$ cat config.mk
export PLATFORM = sky130hd
export DESIGN_NAME = jt12_slot_seq
export DESIGN_NICKNAME = d
export VERILOG_FILES = /design/src/rtl/jt12_slot_pkg.sv /design/src/rtl/jt12_slot_next.sv /design/src/rtl/jt12_slot_seq.sv
export SDC_FILE = /design/constraint.sdc
export NUM_CORES = 1
export LEC_CHECK = 0
export BUFFER_PORTS_ARGS = -buffer_cell sky130_fd_sc_hd__buf_2
export CAP_MARGIN = 40
export CORE_ASPECT_RATIO = 1.5
export CORE_MARGIN = 3
export CORE_UTILIZATION = 46
export CTS_CLUSTER_DIAMETER = 50
export DETAILED_ROUTE_END_ITERATION = 10
export PLACE_DENSITY_LB_ADDON = 0.08
export SYNTH_ARGS = -nofsm -noshare
export SYNTH_HDL_FRONTEND = slang
export SYNTH_SLANG_ARGS = --single-unit
$ cat constraint.sdc
create_clock -name clk -period 1.29 [get_ports clk]
set_input_delay 0.258 -clock clk [delete_from_list [all_inputs] [get_ports clk]]
set_output_delay 0.258 -clock clk [all_outputs]
set_load 0.01 [all_outputs]
$ cat src/rtl/jt12_slot_pkg.sv
// Shared slot-code widths, frame constants and helpers for the FM slot sequencer.
// The optional illegal-code check in jt12_slot_seq is enabled by JT12_SLOT_CHECK_EN.
package jt12_slot_pkg;

    localparam int SLOT_W    = 5;
    localparam int OP_W      = 2;
    localparam int CH_W      = 3;
    localparam int FRAME_6CH = 24;
    localparam int FRAME_3CH = 12;

    typedef logic [SLOT_W-1:0] slot_t;
    typedef logic [OP_W-1:0]   op_t;
    typedef logic [CH_W-1:0]   ch_t;

    localparam slot_t LAST_6CH = 5'b11110;
    localparam slot_t LAST_3CH = 5'b11010;

    function automatic logic [3:0] onehot_op(input op_t op);
        return 4'b0001 << op;
    endfunction

    function automatic slot_t last_code(input int num_ch);
        return (num_ch == 3) ? LAST_3CH : LAST_6CH;
    endfunction

    // 6ch skips ch codes 3 and 7; 3ch only uses 0..2
    function automatic logic slot_legal(input slot_t s, input int num_ch);
        if (num_ch == 3)
            return s[2:0] <= 3'd2;
        return s[1:0] != 2'd3;
    endfunction

endpackage

$ cat src/rtl/jt12_slot_next.sv
// Combinational next-slot function: channels step fast, operator
// advances on the last channel of the frame row.
module jt12_slot_next
    import jt12_slot_pkg::*;
#(
    parameter int NUM_CH = 6
) (
    input  logic [SLOT_W-1:0] cur,
    output logic [SLOT_W-1:0] nxt
);

    ch_t ch;
    ch_t a;
    op_t op;

    always_comb begin
        ch = cur[2:0];
        op = cur[4:3];
        a  = ch + 3'd1;
        nxt = cur;
        if (NUM_CH == 3) begin
            nxt[2:0] = (ch == 3'd2) ? 3'd0 : a;
            nxt[4:3] = (ch == 3'd2) ? op + 2'd1 : op;
        end else begin
            nxt[2:0] = (a[1:0] == 2'd3) ? a + 3'd1 : a;
            nxt[4:3] = (ch == 3'd6) ? op + 2'd1 : op;
        end
    end

endmodule

$ cat src/rtl/jt12_slot_seq.sv
// FM operator slot sequencer with frame markers and slot-code delay line.
// Define JT12_SLOT_CHECK_EN to add the illegal-code trap and slot_err output.
module jt12_slot_seq
    import jt12_slot_pkg::*;
#(
    parameter int NUM_CH = 6,
    parameter int STAGES = 4
) (
    input  logic                  clk,
    input  logic                  rst_n,
    input  logic                  clk_en,
    input  logic                  restart,
    output logic [SLOT_W-1:0]     slot,
    output logic [3:0]            op_hot,
    output logic                  zero,
    output logic                  zero_pulse,
    output logic                  last,
    output logic [5*STAGES-1:0]   slot_dly
`ifdef JT12_SLOT_CHECK_EN
    ,
    output logic                  slot_err
`endif
);

    localparam slot_t LAST = last_code(NUM_CH);

    slot_t nxt;
    slot_t dly_q [STAGES];
    logic  realign;

    jt12_slot_next #(
        .NUM_CH (NUM_CH)
    ) u_next (
        .cur (slot),
        .nxt (nxt)
    );

`ifdef JT12_SLOT_CHECK_EN
    logic bad;

    assign bad     = clk_en && !slot_legal(slot, NUM_CH);
    assign realign = restart || bad;

    always_ff @(posedge clk or negedge rst_n) begin
        if (!rst_n)
            slot_err <= 1'b0;
        else if (restart)
            slot_err <= 1'b0;
        else if (bad)
            slot_err <= 1'b1;
    end
`else
    assign realign = restart;
`endif

    always_ff @(posedge clk or negedge rst_n) begin
        if (!rst_n) begin
            slot       <= '0;
            op_hot     <= 4'b0001;
            zero       <= 1'b1;
            zero_pulse <= 1'b0;
            last       <= 1'b0;
            for (int k = 0; k < STAGES; k++)
                dly_q[k] <= '0;
        end else if (realign) begin
            slot       <= '0;
            op_hot     <= 4'b0001;
            zero       <= 1'b1;
            zero_pulse <= 1'b1;
            last       <= 1'b0;
            for (int k = 0; k < STAGES; k++)
                dly_q[k] <= '0;
        end else if (clk_en) begin
            slot       <= nxt;
            op_hot     <= onehot_op(nxt[4:3]);
            zero       <= (nxt == '0);
            zero_pulse <= (nxt == '0);
            last       <= (nxt == LAST);
            dly_q[0]   <= slot;
            for (int k = 1; k < STAGES; k++)
                dly_q[k] <= dly_q[k-1];
        end else begin
            zero_pulse <= 1'b0;
        end
    end

    for (genvar g = 0; g < STAGES; g++) begin : g_dly
        assign slot_dly[5*g +: 5] = dly_q[g];
    end

endmodule

==> results of run 1 <==
-- placed cells by master, fill, tap and decap left out, drive strengths merged, types with 2 or more instances in the layout --
cell type,netlist,layout
mux2i,19,19
a221o,2,2
nor2b,2,2
nand3,2,2
inv,2,2
nor2,26,26
a21oi,6,6
nor3,2,2
buf,5,51
clkinv,0,2
dfrtp,30,30
dfstp,2,2
clkbuf,5,6
nand2,5,5
nor4,2,2
nand3b,2,2
or3b,2,2
-- worst paths after layout --
| kind | from | endpoint |
|---|---|---|
| max | slot[2]$_DFFE_PN0P_ | op_hot[2]$_DFFE_PN0P_ |
| min | restart | op_hot[2]$_DFFE_PN0P_ |
| max reg2reg | slot[2]$_DFFE_PN0P_ | op_hot[2]$_DFFE_PN0P_ |
| min reg2reg | op_hot[1]$_DFFE_PN0P_ | op_hot[1]$_DFFE_PN0P_ |
| max in group asynchronous | rst_n | slot_dly[10]$_DFFE_PN0P_ |
| min in group asynchronous | rst_n | op_hot[1]$_DFFE_PN0P_ |
-- routing by layer --
metal | GRT usage (%) | vias up | part of all wire [%]
met3 | 5.27 | 10 | 4.9
li1 | - | 532 | -
met4 | 11.4 | 0 | 2.8
met1 | 23.5 | 543 | 43
met2 | 28.7 | 30 | 49
met5 | 0 | - | 0
-- cell families (layout without fill, tap and decap cells) --
family,count (synthesis),count (layout)
XOR/XNOR,2,2
multiplexers,20,20
buffers and inverters,12,62
AND/OR/NAND/NOR,51,51
flip-flops,32,32
AO/OA/AOI/OAI,11,11
-- through the flow --
step	total power (W)	util (%)	hold WS (ns)
floorplan	0.00114	-	-0.0376
global placement	0.00122	61.1	0.205
finish	0.00201	65.6	0.273
detailed placement	0.00122	61.1	0.209
CTS	0.00204	65.3	0.263
global route	0.00209	65.6	0.288
-- final cells by class --
| cell class | count | area, sq um | area share, % |
|---|---|---|---|
| Sequential cell | 32 | 810 | 44.2 |
| Multi-Input combinational cell | 84 | 551 | 30.1 |
| Clock buffer | 6 | 82.6 | 4.51 |
| Tap cell | 37 | 46.3 | 2.53 |
| Timing Repair Buffer | 52 | 325 | 17.8 |
| Inverter | 2 | 7.51 | 0.410 |
| Clock inverter | 2 | 10.0 | 0.546 |
-- timing repair --
action / in CTS / in global routing
hold buffers: 1 / 0
resized for setup: 2 / 3
endpoints found under the setup margin: 2 / 2
hold endpoints to repair: 13 / 0
buffers inserted: 1 / 0
-- sequential cells by signal (all words and copies together) (netlist names) --
register    count
slot_dly       20
slot            5
op_hot          4
last            1
zero            1
zero_pulse      1
-- power groups by stage --
stage | combinational, W | clock, W | sequential (W)
2_1_floorplan | 0.0000769 | 0 | 0.00106
3_3_place_gp | 0.000170 | 0 | 0.00105
3_5_place_dp | 0.000173 | 0 | 0.00105
4_1_cts | 0.000176 | 0.000830 | 0.00103
5_1_grt | 0.000190 | 0.000866 | 0.00104
6_report | 0.000174 | 0.000805 | 0.00103
-- worst max-delay path, cell delays in order (launching register included) --
cell,delay [ns]
dfrtp_2,0.40
and3b_1,0.20
or3b_1,0.36
a311oi_2,0.25
==> impl_results.md, run 1 <==
* Final setup margin at -0.0188 ns
* Library cells used by synthesis at 32
* Placed insts at 205
* Die height at 73.7 um
* Leak pwr at 0.985 nW
* Core ar. at 0.00279 sq mm
* Syn Nets at 132
* Simple-gate share of the synthesized area at 17.8%
* Final WL at 3130 um
* Clk_lat worst skew at 0.29 ns
* Initial antenna violation count at 0
* IO Count at 36
* Placed cell areas at 0.00171 sq mm
* Filler cell count at 240
* Worst setup SP type: register
* Synth async-reset ratio at 100%
* Max-slew violations at 0
* XOR/XNOR share of the synthesized area at 1.25%
* Initial Util at 50.3%
* Power per cell area at 1100 mW/mm^2
* Leading area contributor after synthesis: dfrtp_1
* Buffers added on ports at 35
* Part of the power in registers at 51.4%
* Final setup viols at 1
* VDD IR max at 0.000800 V
* Comb pwr share at 8.7%
* # DRC at 0
* Adder-Cell Fraction of Synth Area at 0%
* Root buf cell: clkbuf_8
* Clk sinks at 32
* Total GRT Usage at 18.8%
* DRT Pass-1 Iters at 4
* Post-synth top cells: dfrtp_1 (30), nor2_1 (26), mux2i_1 (19)
* Most common cell in the netlist: dfrtp_1
* Synth top area share at 53.5%
* Setup Skew at 0.00825 ns
* Synth Warn # at 0
* Hpwl dp at 2300 um
* Post-Synthesis Cell Area at 0.00140 sq mm
* #FFs+latches synth at 32
* Final nets at 181
* Crit Path Class: reg2reg
* Post-synthesis sequential area ratio at 57.2%
* CTS buffer count at 5
* Compound-Gate Fraction of Synth Area at 5.35%
* CP max FO at 2
* Die Wd at 51.1 um
* CTS tree: built
* Failing checks: negative setup slack
* Iteration-0 DRC Markers at 20
* Period utilisation layout at 101%
* Post-route ant nets at 0
* CTS clk-pin slew, worst paths at 0.07 ns
* Grt ovf at 0
* Setup TNS Final at -0.0188 ns
* Pint at 0.00152 W
* Vias in the first global route at 1,080
* Critical path endpoint category: register
* Hold crit path type: in2reg
* Fin cells at 215
* Area grow syn2layout at 30.5%
* Drt wl/cell at 14.6 um
* Max Cap Viol at 0
* Switching share of power at 24.4%
* Fmax at 0.764 GHz
* Fin. Hold Viols at 0
* Share of cells above drive strength 1 at 38.8%
* Post-Syn Instances at 128
* H-tree depth at 2
* First-pass GRT wire length at 5090 um
* Clock Power Share at 40.0%
* Largest net degree at the start of global routing at 18
* Reg2Reg Setup Slack at -0.02 ns
* Mux share of post-synthesis cell area at 14.3%
* Final GP Congestion at 0.841
* Net Switching at 0.000490 W
* Worst Path Required at 1.48 ns
* Slew HR at 73.8%
* Worst endpoint data arrival time at 1.50 ns
* Minimum clock period at 1.31 ns
* EDFF count, synth at 0
* Row cnt at 23
* Hold path depth at 2
* Vias/cell at 5.19
* Synth area leaders: dfrtp_1 (53%), mux2i_1 (14%), nor2_1 (7.0%), dfstp_2 (3.7%), a21oi_1 (2.1%)
* Full die area at 0.00376 sq mm
* Actual slew at the worst max-slew pin at 0.393 ns
* Max clock buf depth at 2
* Via Count at 1,115
* Outcome: complete, but fails checks
* Dpl ws at -0.0340 ns
* RSZ-0062 raised after global routing: true
* R2R depth at 3
* Mean Syn Cell Area at 11.0 sq um
* Final Cell Area at 0.00183 sq mm
* Largest family of logic cells by synthesized area: simple AND/OR/NAND/NOR gates
* Number of antenna diodes at 0
* Synth Flop Type: dfrtp_1
(Power assumes the default switching activity.)
==> inputs of run 2 (changes only) <==
CORE_UTILIZATION = 49   (was 46)
CTS_BUF_LIST = sky130_fd_sc_hd__clkbuf_4   (was unset)
==> impl_results.md, run 2 (synthesized netlist as in run 1, its figures left out) <==
* Outcome: complete, but fails checks
* Failing checks: negative setup slack
* Die Wd at 49.7 um
* Max-slew violations at 0
* Area grow syn2layout at 35.7%
* Setup Skew at 0.0175 ns
* Met2 Use GR at 33.1%
* CTS clk-pin slew, worst paths at 0.11 ns
* Initial antenna violation count at 0
* Crit Path Class: reg2reg
* Final WL at 3170 um
* # DRC at 0
* Commonest non-fill, non-tap cells in the layout: buf_2 (31), nor2_1 (26), dfrtp_1 (25)
* Number of antenna diodes at 0
* Cell chain of the critical path: and3b_1, buf_4, nor4_1, a221o_1
* Final setup margin at -0.0198 ns
* Fin. Hold Viols at 0
* R2R Path End: op_hot[3]$_DFFE_PN0P_
* Vias in the first global route at 1,135
* GRT met3 Usage at 6.03%
* Period utilisation layout at 102%
* Placed insts at 204
* RSZ-0062 raised after global routing: true
* Max Cap Viol at 0
* Reg2Reg Setup Slack at -0.02 ns
* CP max FO at 7
* Minimum clock period at 1.31 ns
* Share of cells above drive strength 1 at 39.6%
* VDD IR max at 0.00124 V
* R2R depth at 4
* Final setup viols at 2
* Row cnt at 23
* Vias/cell at 5.30
* FF-to-FF Start: slot[0]$_DFFE_PN0P_
* Final nets at 185
* Crit path from: slot[0]$_DFFE_PN0P_
* Hpwl dp at 2170 um
* Max clock buf depth at 2
* Dpl ws at 0.0218 ns
* Core ar. at 0.00271 sq mm
* Slew HR at 70.4%
* H-tree depth at 2
* Critical path endpoint category: register
* Via Count at 1,160
* Hold path depth at 2
* Commonest non-fill, non-tap cell in the layout: buf_2
* Buffers added on ports at 35
* CTS tree: built
* Clk_lat worst skew at 0.34 ns
* Worst setup SP type: register
* CTS buffer count at 5
* Power per cell area at 1030 mW/mm^2
* Initial Util at 51.9%
* Filler cell count at 226
* CP peak stage delay at 0.45 ns
* M1 GR Usage at 23.2%
* Clk sinks at 32
* Fin cells at 219
* Worst Path Required at 1.50 ns
* CP max-delay cell: dfrtp_2
* Hold crit path type: in2reg
* Leak pwr at 1.01 nW
* Actual slew at the worst max-slew pin at 0.443 ns
* Worst endpoint data arrival time at 1.52 ns
* Setup TNS Final at -0.0360 ns
* Grt ovf at 0
* DRT Pass-1 Iters at 4
* Largest register FFs at 20
* IO Count at 36
* Post-route ant nets at 0
* First-pass GRT wire length at 5370 um
* Final GP Congestion at 0.740
* Drt wl/cell at 14.5 um
* Critical Path Sink: op_hot[3]$_DFFE_PN0P_
* Full die area at 0.00356 sq mm
* Root buf cell: clkbuf_4
* GR peak layer: met2
* Fmax at 0.763 GHz
* Total GRT Usage at 19.7%
* Die height at 71.6 um
* Largest net degree at the start of global routing at 21
* Iteration-0 DRC Markers at 22
-- run 2: routing by layer --
metal / part of all wire (%) / up-vias
li1: - / 547
met1: 42 / 575
met2: 52 / 31
met3: 4.9 / 7
met4: 1.5 / 0
met5: 0 / -
-- run 2: final cells by class --
type / count / area (sq um) / share of cell area (%)
sequential: 32 / 810 / 42.5
multi-input combinational: 84 / 558 / 29.3
timing repair buffer: 56 / 409 / 21.5
tap: 37 / 46.3 / 2.43
clock buffer: 5 / 37.5 / 1.97
clock inverter: 3 / 37.5 / 1.97
inverter: 2 / 7.51 / 0.394
-- run 2: worst min path at each step --
stage,from,end,slack [ns]
3_5_place_dp,rst_n,slot[3]$_DFFE_PN0P_,0.22
3_3_place_gp,rst_n,slot[3]$_DFFE_PN0P_,0.22
2_1_floorplan,rst_n,last$_DFFE_PN0P_,-0.04
6_report,restart,slot[3]$_DFFE_PN0P_,0.29
5_1_grt,clk_en,op_hot[2]$_DFFE_PN0P_,0.30
4_1_cts,clk_en,op_hot[2]$_DFFE_PN0P_,0.26
-- run 2: metrics by stage --
stage,total power [W],hold WS (ns),cell area (sq um),utilization [%]
6_report,0.00197,0.289,1910,70.4
3_3_place_gp,0.00122,0.223,1700,62.8
4_1_cts,0.00196,0.261,1840,67.9
3_5_place_dp,0.00122,0.218,1700,62.8
2_1_floorplan,0.00114,-0.0376,1410,-
5_1_grt,0.00204,0.299,1910,70.4
-- run 2: critical path, delay by kind of cell (launching register included) --
| kind | cells | cell delay [ns] |
|---|---|---|
| AOI/OAI and AO/OA | 1 | 0.27 |
| and+or+nand+nor | 2 | 0.31 |
| DFF | 1 | 0.45 |
| buffers and inverters | 1 | 0.16 |
-- run 2: what timing repair did --
item / in CTS / in global routing
resized for setup: 6 / 6
pin swaps: 0 / 1
endpoints found under the setup margin: 3 / 11
hold buffers: 1 / 0
setup buffers: 2 / 4
endpoints found under the hold margin: 16 / 0
-- run 2: report_power, final --
part | switching, W | internal [W] | leakage [nW] | total, W
clock network | 0.000347 | 0.000396 | 0.0403 | 0.000743
registers | 0.0000123 | 0.00102 | 0.428 | 0.00103
logic | 0.000103 | 0.0000873 | 0.540 | 0.000190
total | 0.000462 | 0.00151 | 1.01 | 0.00197
